## config.mk

```make
export PLATFORM = sky130hd
export DESIGN_NAME = adjust_key_ctrl
export DESIGN_NICKNAME = d
export VERILOG_FILES = /design/src/rtl/adjust_key_pkg.sv /design/src/rtl/adjust_key_ctrl_debounce.sv /design/src/rtl/adjust_key_ctrl.sv
export SDC_FILE = /design/constraint.sdc
export NUM_CORES = 1
export LEC_CHECK = 0
export BUFFER_PORTS_ARGS = -buffer_cell sky130_fd_sc_hd__buf_2
export CAP_MARGIN = 20
export CORE_MARGIN = 10
export CORE_UTILIZATION = 58
export CTS_CLUSTER_SIZE = 24
export DETAILED_ROUTE_END_ITERATION = 8
export GPL_TIMING_DRIVEN = 0
export PLACE_DENSITY = 0.8
export REMOVE_ABC_BUFFERS = 1
export SYNTH_ARGS = -nofsm -noshare
export SYNTH_HDL_FRONTEND = slang
export SYNTH_SLANG_ARGS = --single-unit
```

## constraint.sdc

```tcl
create_clock -name clk_normal -period 4.2 [get_ports clk_normal]
set_input_delay 0.84 -clock clk_normal [delete_from_list [all_inputs] [get_ports clk_normal]]
set_output_delay 0.84 -clock clk_normal [all_outputs]
set_load 0.005 [all_outputs]
```

## src/rtl/adjust_key_pkg.sv

```systemverilog
// Shared types and defaults for the time-adjust key front-end.
// ADJUST_AUTO_REPEAT_EN adds the REPEAT state for hold-to-repeat.
package adjust_key_pkg;

    localparam int DEF_DEBOUNCE_CYCLES = 4;
    localparam int DEF_REPEAT_DELAY    = 8;
    localparam int DEF_REPEAT_PERIOD   = 4;
    localparam int DEF_CNT_WIDTH       = 8;

`ifdef ADJUST_AUTO_REPEAT_EN
    typedef enum logic [1:0] {
        ST_IDLE         = 2'd0,
        ST_HOLD         = 2'd1,
        ST_REPEAT       = 2'd2,
        ST_WAIT_RELEASE = 2'd3
    } state_e;
`else
    typedef enum logic [1:0] {
        ST_IDLE         = 2'd0,
        ST_HOLD         = 2'd1,
        ST_WAIT_RELEASE = 2'd3
    } state_e;
`endif

endpackage

```

## src/rtl/adjust_key_ctrl_debounce.sv

```systemverilog
// key_debounce: 2-flop synchronizer followed by a counting debouncer.
// The level flips after DEBOUNCE_CYCLES consecutive differing samples.
module key_debounce #(
    parameter int DEBOUNCE_CYCLES = 4,
    parameter int CNT_WIDTH       = 8
) (
    input  logic clk_normal,
    input  logic reset_n,
    input  logic key_raw,
    output logic key_db
);

    localparam logic [CNT_WIDTH-1:0] LAST = CNT_WIDTH'(DEBOUNCE_CYCLES - 1);

    logic                 sync1_q, sync1_d;
    logic                 sync2_q, sync2_d;
    logic                 db_q, db_d;
    logic [CNT_WIDTH-1:0] cnt_q, cnt_d;

    always_comb begin
        sync1_d = key_raw;
        sync2_d = sync1_q;
        db_d    = db_q;
        cnt_d   = '0;
        if (sync2_q != db_q) begin
            if (cnt_q >= LAST) begin
                db_d  = sync2_q;
                cnt_d = '0;
            end else begin
                cnt_d = cnt_q + 1'b1;
            end
        end
    end

    always_ff @(posedge clk_normal) begin
        if (!reset_n) begin
            sync1_q <= 1'b0;
            sync2_q <= 1'b0;
            db_q    <= 1'b0;
            cnt_q   <= '0;
        end else begin
            sync1_q <= sync1_d;
            sync2_q <= sync2_d;
            db_q    <= db_d;
            cnt_q   <= cnt_d;
        end
    end

    assign key_db = db_q;

endmodule

```

## src/rtl/adjust_key_ctrl.sv

```systemverilog
// Time-adjust button front-end: debounce, single pulses, optional
// hold-to-repeat when ADJUST_AUTO_REPEAT_EN is defined.
module adjust_key_ctrl
    import adjust_key_pkg::*;
#(
    parameter int DEBOUNCE_CYCLES = DEF_DEBOUNCE_CYCLES,
    parameter int REPEAT_DELAY    = DEF_REPEAT_DELAY,
    parameter int REPEAT_PERIOD   = DEF_REPEAT_PERIOD,
    parameter int CNT_WIDTH       = DEF_CNT_WIDTH
) (
    input  logic clk_normal,
    input  logic reset_n,
    input  logic power,
    input  logic enable,
    input  logic key_add,
    input  logic key_sub,
    output logic add_time,
    output logic sub_time,
    output logic key_busy
);

    if (DEBOUNCE_CYCLES < 1 || REPEAT_DELAY < 1 || REPEAT_PERIOD < 1) begin : g_bad_param
        $error("adjust_key_ctrl: cycle parameters must be >= 1");
    end

    logic add_db, sub_db;
    logic add_prev_q, add_prev_d;
    logic sub_prev_q, sub_prev_d;
    logic add_rise, sub_rise;
    logic armed, held, other, fire;

    state_e state_q, state_d;
    logic   sel_q, sel_d;
    logic   add_time_q, add_time_d;
    logic   sub_time_q, sub_time_d;
    logic   key_busy_q, key_busy_d;

`ifdef ADJUST_AUTO_REPEAT_EN
    localparam logic [CNT_WIDTH-1:0] DELAY  = CNT_WIDTH'(REPEAT_DELAY);
    localparam logic [CNT_WIDTH-1:0] PERIOD = CNT_WIDTH'(REPEAT_PERIOD);
    logic [CNT_WIDTH-1:0] cnt_q, cnt_d, cnt_inc;
    assign cnt_inc = (cnt_q == '1) ? cnt_q : cnt_q + 1'b1;
`endif

    key_debounce #(
        .DEBOUNCE_CYCLES (DEBOUNCE_CYCLES),
        .CNT_WIDTH       (CNT_WIDTH)
    ) u_add_db (
        .clk_normal (clk_normal),
        .reset_n    (reset_n),
        .key_raw    (key_add),
        .key_db     (add_db)
    );

    key_debounce #(
        .DEBOUNCE_CYCLES (DEBOUNCE_CYCLES),
        .CNT_WIDTH       (CNT_WIDTH)
    ) u_sub_db (
        .clk_normal (clk_normal),
        .reset_n    (reset_n),
        .key_raw    (key_sub),
        .key_db     (sub_db)
    );

    assign add_prev_d = add_db;
    assign sub_prev_d = sub_db;
    assign add_rise   = add_db & ~add_prev_q;
    assign sub_rise   = sub_db & ~sub_prev_q;
    assign armed      = power & ~enable;
    // sel_q = 1 means the sub key owns the current press
    assign held       = sel_q ? sub_db : add_db;
    assign other      = sel_q ? add_db : sub_db;

    always_comb begin
        state_d = state_q;
        sel_d   = sel_q;
        fire    = 1'b0;
`ifdef ADJUST_AUTO_REPEAT_EN
        cnt_d   = cnt_q;
`endif
        unique case (state_q)
            ST_IDLE: begin
`ifdef ADJUST_AUTO_REPEAT_EN
                cnt_d = '0;
`endif
                if (add_db && sub_db) begin
                    state_d = ST_WAIT_RELEASE;
                end else if (add_rise || sub_rise) begin
                    if (armed) begin
                        state_d = ST_HOLD;
                        sel_d   = sub_rise;
                        fire    = 1'b1;
`ifdef ADJUST_AUTO_REPEAT_EN
                        cnt_d   = CNT_WIDTH'(1);
`endif
                    end else begin
                        state_d = ST_WAIT_RELEASE;
                    end
                end else if (add_db || sub_db) begin
                    state_d = ST_WAIT_RELEASE;
                end
            end
            ST_HOLD: begin
                if (!armed || other) begin
                    state_d = ST_WAIT_RELEASE;
                end else if (!held) begin
                    state_d = ST_IDLE;
                end
`ifdef ADJUST_AUTO_REPEAT_EN
                else if (cnt_q >= DELAY) begin
                    state_d = ST_REPEAT;
                    fire    = 1'b1;
                    cnt_d   = CNT_WIDTH'(1);
                end else begin
                    cnt_d = cnt_inc;
                end
`endif
            end
`ifdef ADJUST_AUTO_REPEAT_EN
            ST_REPEAT: begin
                if (!armed || other) begin
                    state_d = ST_WAIT_RELEASE;
                end else if (!held) begin
                    state_d = ST_IDLE;
                end else if (cnt_q >= PERIOD) begin
                    fire  = 1'b1;
                    cnt_d = CNT_WIDTH'(1);
                end else begin
                    cnt_d = cnt_inc;
                end
            end
`endif
            ST_WAIT_RELEASE: begin
                if (!add_db && !sub_db) begin
                    state_d = ST_IDLE;
                end
            end
            default: begin
                state_d = ST_IDLE;
            end
        endcase
        add_time_d = fire & ~sel_d;
        sub_time_d = fire & sel_d;
        key_busy_d = (state_d != ST_IDLE);
    end

    always_ff @(posedge clk_normal) begin
        if (!reset_n) begin
            state_q    <= ST_IDLE;
            sel_q      <= 1'b0;
            add_prev_q <= 1'b0;
            sub_prev_q <= 1'b0;
            add_time_q <= 1'b0;
            sub_time_q <= 1'b0;
            key_busy_q <= 1'b0;
`ifdef ADJUST_AUTO_REPEAT_EN
            cnt_q      <= '0;
`endif
        end else begin
            state_q    <= state_d;
            sel_q      <= sel_d;
            add_prev_q <= add_prev_d;
            sub_prev_q <= sub_prev_d;
            add_time_q <= add_time_d;
            sub_time_q <= sub_time_d;
            key_busy_q <= key_busy_d;
`ifdef ADJUST_AUTO_REPEAT_EN
            cnt_q      <= cnt_d;
`endif
        end
    end

    assign add_time = add_time_q;
    assign sub_time = sub_time_q;
    assign key_busy = key_busy_q;

endmodule

```

==> results.md <==
- The total power divided by cell area is between 400 and 500 nW/um^2.
- By instance count, the leading cell after synthesis is sky130_fd_sc_hd__dfxtp_1.
- In this run, post-CTS hold repair placed 0 buffers.
- The signed area change from the synthesized netlist to the final layout is 16.2%.
- Of all nets on the critical path, the largest fanout is 1.
- The number of optimization iterations in the first detailed-route pass is 5.
- The routed layout has between 600 and 700 vias.
- The tool flagged a number of max-cap violations equal to 0.
- The core area is 1540 sq um.
- The run finished with clean final reports.
- The endpoint arrival time on the critical path is 730 ps.
- The number of top-level design ports is 9.
- Setup repair after global routing left no endpoint under its margin.
- At the end of routability-driven placement, the weighted congestion stood at ~0.86.
- Entering global routing, the biggest net connects 18 pins.
- The via count of the first global-routing pass came to approximately 630.
- Synthesis produced a netlist whose cell count is 84.
- The largest registers in the layout are u_add_db.cnt_q (8), u_sub_db.cnt_q (8), state_q (2).
- The worst path in the final design needs a cycle of 1570 ps, including I/O delays and setup.
- The number of buffers and inverters on the critical path is 1.
- The post-detailed-routing wire length is about 1400 um.
- The detailed-routed wire length on met3 is 107 um.
- In the final routed layout, each cell accounts on average for 11.0 um.
- The floorplan step set the die width to 61.0 um.
- In this run the mean area of a mapped cell was 11.6 sq um.
- In the final layout, the share of cells above drive strength 1 is 0.182.
- The static leakage power is 0.493 nW.
- The number of antenna diodes is 0.
- The final core area utilization is 0.735.
- Counting flops with a built-in enable in the synthesized netlist gives 0.
- Summing all placed instances gives a cell area of 1070 sq um.
- The count of endpoints failing hold in the final timing report is 0.
- The number of clock sinks seen by CTS is 30.
- At the placement stage, the worst setup path has a slack of about 2600 ps.
- The number of buffers added on ports is 8.
- The die footprint is 3720 sq um.
- Summed over all nets, the half-perimeter wirelength after detailed placement is around 1000 um.
- Measured in cells, the most critical reg-to-reg path has a length of 5.
- After clock tree synthesis, the clock-pin slew on the worst setup and hold paths is 90 ps.
- The setup slack on the worst flop-to-flop path is 2670 ps.
- The share of total power dissipated in sequential elements is 0.614.
- The most used flip-flop cell after synthesis is sky130_fd_sc_hd__dfxtp_1.
- Counting instances, the worst hold path has a depth of 1.
- The largest incremental delay on the critical path is 300 ps.
- Using the TritonRoute via totals, the vias-per-cell ratio works out to 5.06.
- By area the synthesized netlist is led by sky130_fd_sc_hd__dfxtp_1 62%, sky130_fd_sc_hd__and2_1 5.1%, sky130_fd_sc_hd__nor4_4 4.4%.
- The flip-flop and latch count after synthesis is 30.
- The family with the most delay on the worst path is flip-flops.
- The total number of H-tree levels is 2.
- The worst setup path is launched from a flip-flop.
- The type of the worst setup path is reg -> out.
- In this run, placement finished with an instance count of 118.
- The count of non-filler cells in the finished layout is 126.
- The switching share of total power is 0.213.
- Walking the worst path, the cells encountered are buf_2.
- The wire length on met2 is 678 um.
- The detailed router finished its first iteration with 7 violations.
- The total number of placement rows is 14.
- The wire length on met1 is just under 600 um.
- The post-cts repair resize count is 0.
- In the synthesized netlist, the cells that appear most often are 30 x sky130_fd_sc_hd__dfxtp_1, 8 x sky130_fd_sc_hd__and2_1, 7 x sky130_fd_sc_hd__nor2_1.
- The clock network fraction of design power is 0.343.
- The global-route congestion overflow total is 0.
- After synthesis the cells add up to 976 sq um.
- The share of flip-flops with an asynchronous set or reset after synthesis is 0.
- The design draws 0.490 mW.
- The initial antenna violation count came to 0.
- The cell internal power dissipation is roughly 0.39 mW.
- The proportion of power drawn by combinational gates is 0.043.
- The worst slack on hold paths is 424 ps.
- The worst-case IR drop observed on VDD is approximately 0.0003 V.
- The clock passes through at most 2 buffers.
- The final total negative setup slack is 0 ps.
- For the worst-skew pair, the clock arrives at the later sink with an insertion delay of 310 ps.
- The number of setup buffers added after CTS is 0.
- The initial standard-cell utilization of the core is 0.633.
- After the last flow step, the layout net total stands at between 100 and 150.
- From bottom edge to top edge, the die measures 61.0 um.
- For this run, the total global-route usage over all layers was measured as 0.0888.
- The path type of the worst min-delay path is reg -> reg.
- In this run the remaining antenna-violating nets after routing total 0.
- The element type at the critical path end is an output port.
- The first global-routing pass estimated 2480 um of wire.
- The count of final max-slew check failures is 0.
- TritonCTS built the clock tree.
- The cell area after layout is 1130 sq um.
- On the critical path, the stage with the largest delay is an instance of sky130_fd_sc_hd__dfxtp_1.
- Static timing analysis puts the maximum clock frequency at between 0.6 and 0.7 GHz.
- The number of buffers created by CTS is 5.
- Synthesis instantiated 26 different standard cells from the library.
- The post-synthesis sequential area ratio is 0.615.
- STA puts the critical path data required time at 3360 ps.
- In this run the number of cells on the critical path is 1.
- Setup slack closes at 2630 ps.
- The clock tree root driver cell is sky130_fd_sc_hd__clkbuf_4.
- The total of warnings raised by yosys is 0.
- The analysis attributes to net switching a power of 0.105 mW.
- The count of endpoints failing setup in the final report is 0.
- The share of the clock period used by the worst path after layout is 0.373.
- The final worst clock skew is 6.69 ps.
- The area share of the leading cell type in the synthesized netlist is 0.615.
- Summed over all instances, the cell type with the most area after synthesis is sky130_fd_sc_hd__dfxtp_1.
- The top routing layer in use is met4.
- The DRC violation count after routing is 0.
## placed cells by master (no fill, tap or decap), types with 2 or more instances in the layout
cell,n
sky130_fd_sc_hd__clkbuf_4,5
sky130_fd_sc_hd__and2_1,8
sky130_fd_sc_hd__ha_1,2
sky130_fd_sc_hd__nor4_4,2
sky130_fd_sc_hd__dfxtp_1,30
sky130_fd_sc_hd__conb_1,12
sky130_fd_sc_hd__nor2b_1,4
sky130_fd_sc_hd__or4_4,2
sky130_fd_sc_hd__mux2i_1,4
sky130_fd_sc_hd__buf_2,8
sky130_fd_sc_hd__inv_1,4
sky130_fd_sc_hd__nor2_1,7
sky130_fd_sc_hd__nand3_1,4
sky130_fd_sc_hd__xor2_1,2
## cells by family (layout without fill, tap and decap cells)
family	count (synthesis)	after routing	share of synthesized area
AOI/OAI and AO/OA	7	7	0.0487
xor gates and xnor gates	2	2	0.0180
adders and majority gates	2	2	0.0256
buffers and inverters	5	20	0.0192
DFF	30	30	0.615
muxes	4	4	0.0410
other	1	12	0.00384
and+or+nand+nor	33	33	0.228
## layout make-up
class	count	area (sq um)
Sequential cell	30	601
Fill cell	117	408
Multi-Input combinational cell	60	398
Clock buffer	7	55.1
Timing Repair Buffer	8	40.0
Tap cell	16	20.0
Inverter	4	15.0
Clock inverter	1	5.00
## power by group through the flow
| stage | clock [mW] | sequential, mW | combinational (mW) |
|---|---|---|---|
| CTS | 0.174 | 0.301 | 0.0207 |
| floorplan | 0 | 0.307 | 0.0137 |
| detailed placement | 0 | 0.308 | 0.0206 |
| global placement | 0 | 0.307 | 0.0197 |
| finish | 0.168 | 0.301 | 0.0209 |
| global route | 0.189 | 0.303 | 0.0242 |
## metal layers
metal  vias up  global-route usage
met5         -                   0
met2        23               0.146
met1       286              0.0892
met3         2              0.0514
li1        326                   -
met4         0              0.0408
## final timing paths
| check | start | to |
|---|---|---|
| max reg2reg | u_sub_db.cnt_q[0]$_SDFF_PP0_ | u_sub_db.key_db$_SDFFE_PN0P_ |
| min reg2reg | u_sub_db.cnt_q[0]$_SDFF_PP0_ | u_sub_db.cnt_q[0]$_SDFF_PP0_ |
| max | key_busy$_SDFF_PN0_ | key_busy |
| min | u_sub_db.cnt_q[0]$_SDFF_PP0_ | u_sub_db.cnt_q[0]$_SDFF_PP0_ |
Note: power is estimated with default switching activity, not from simulation.
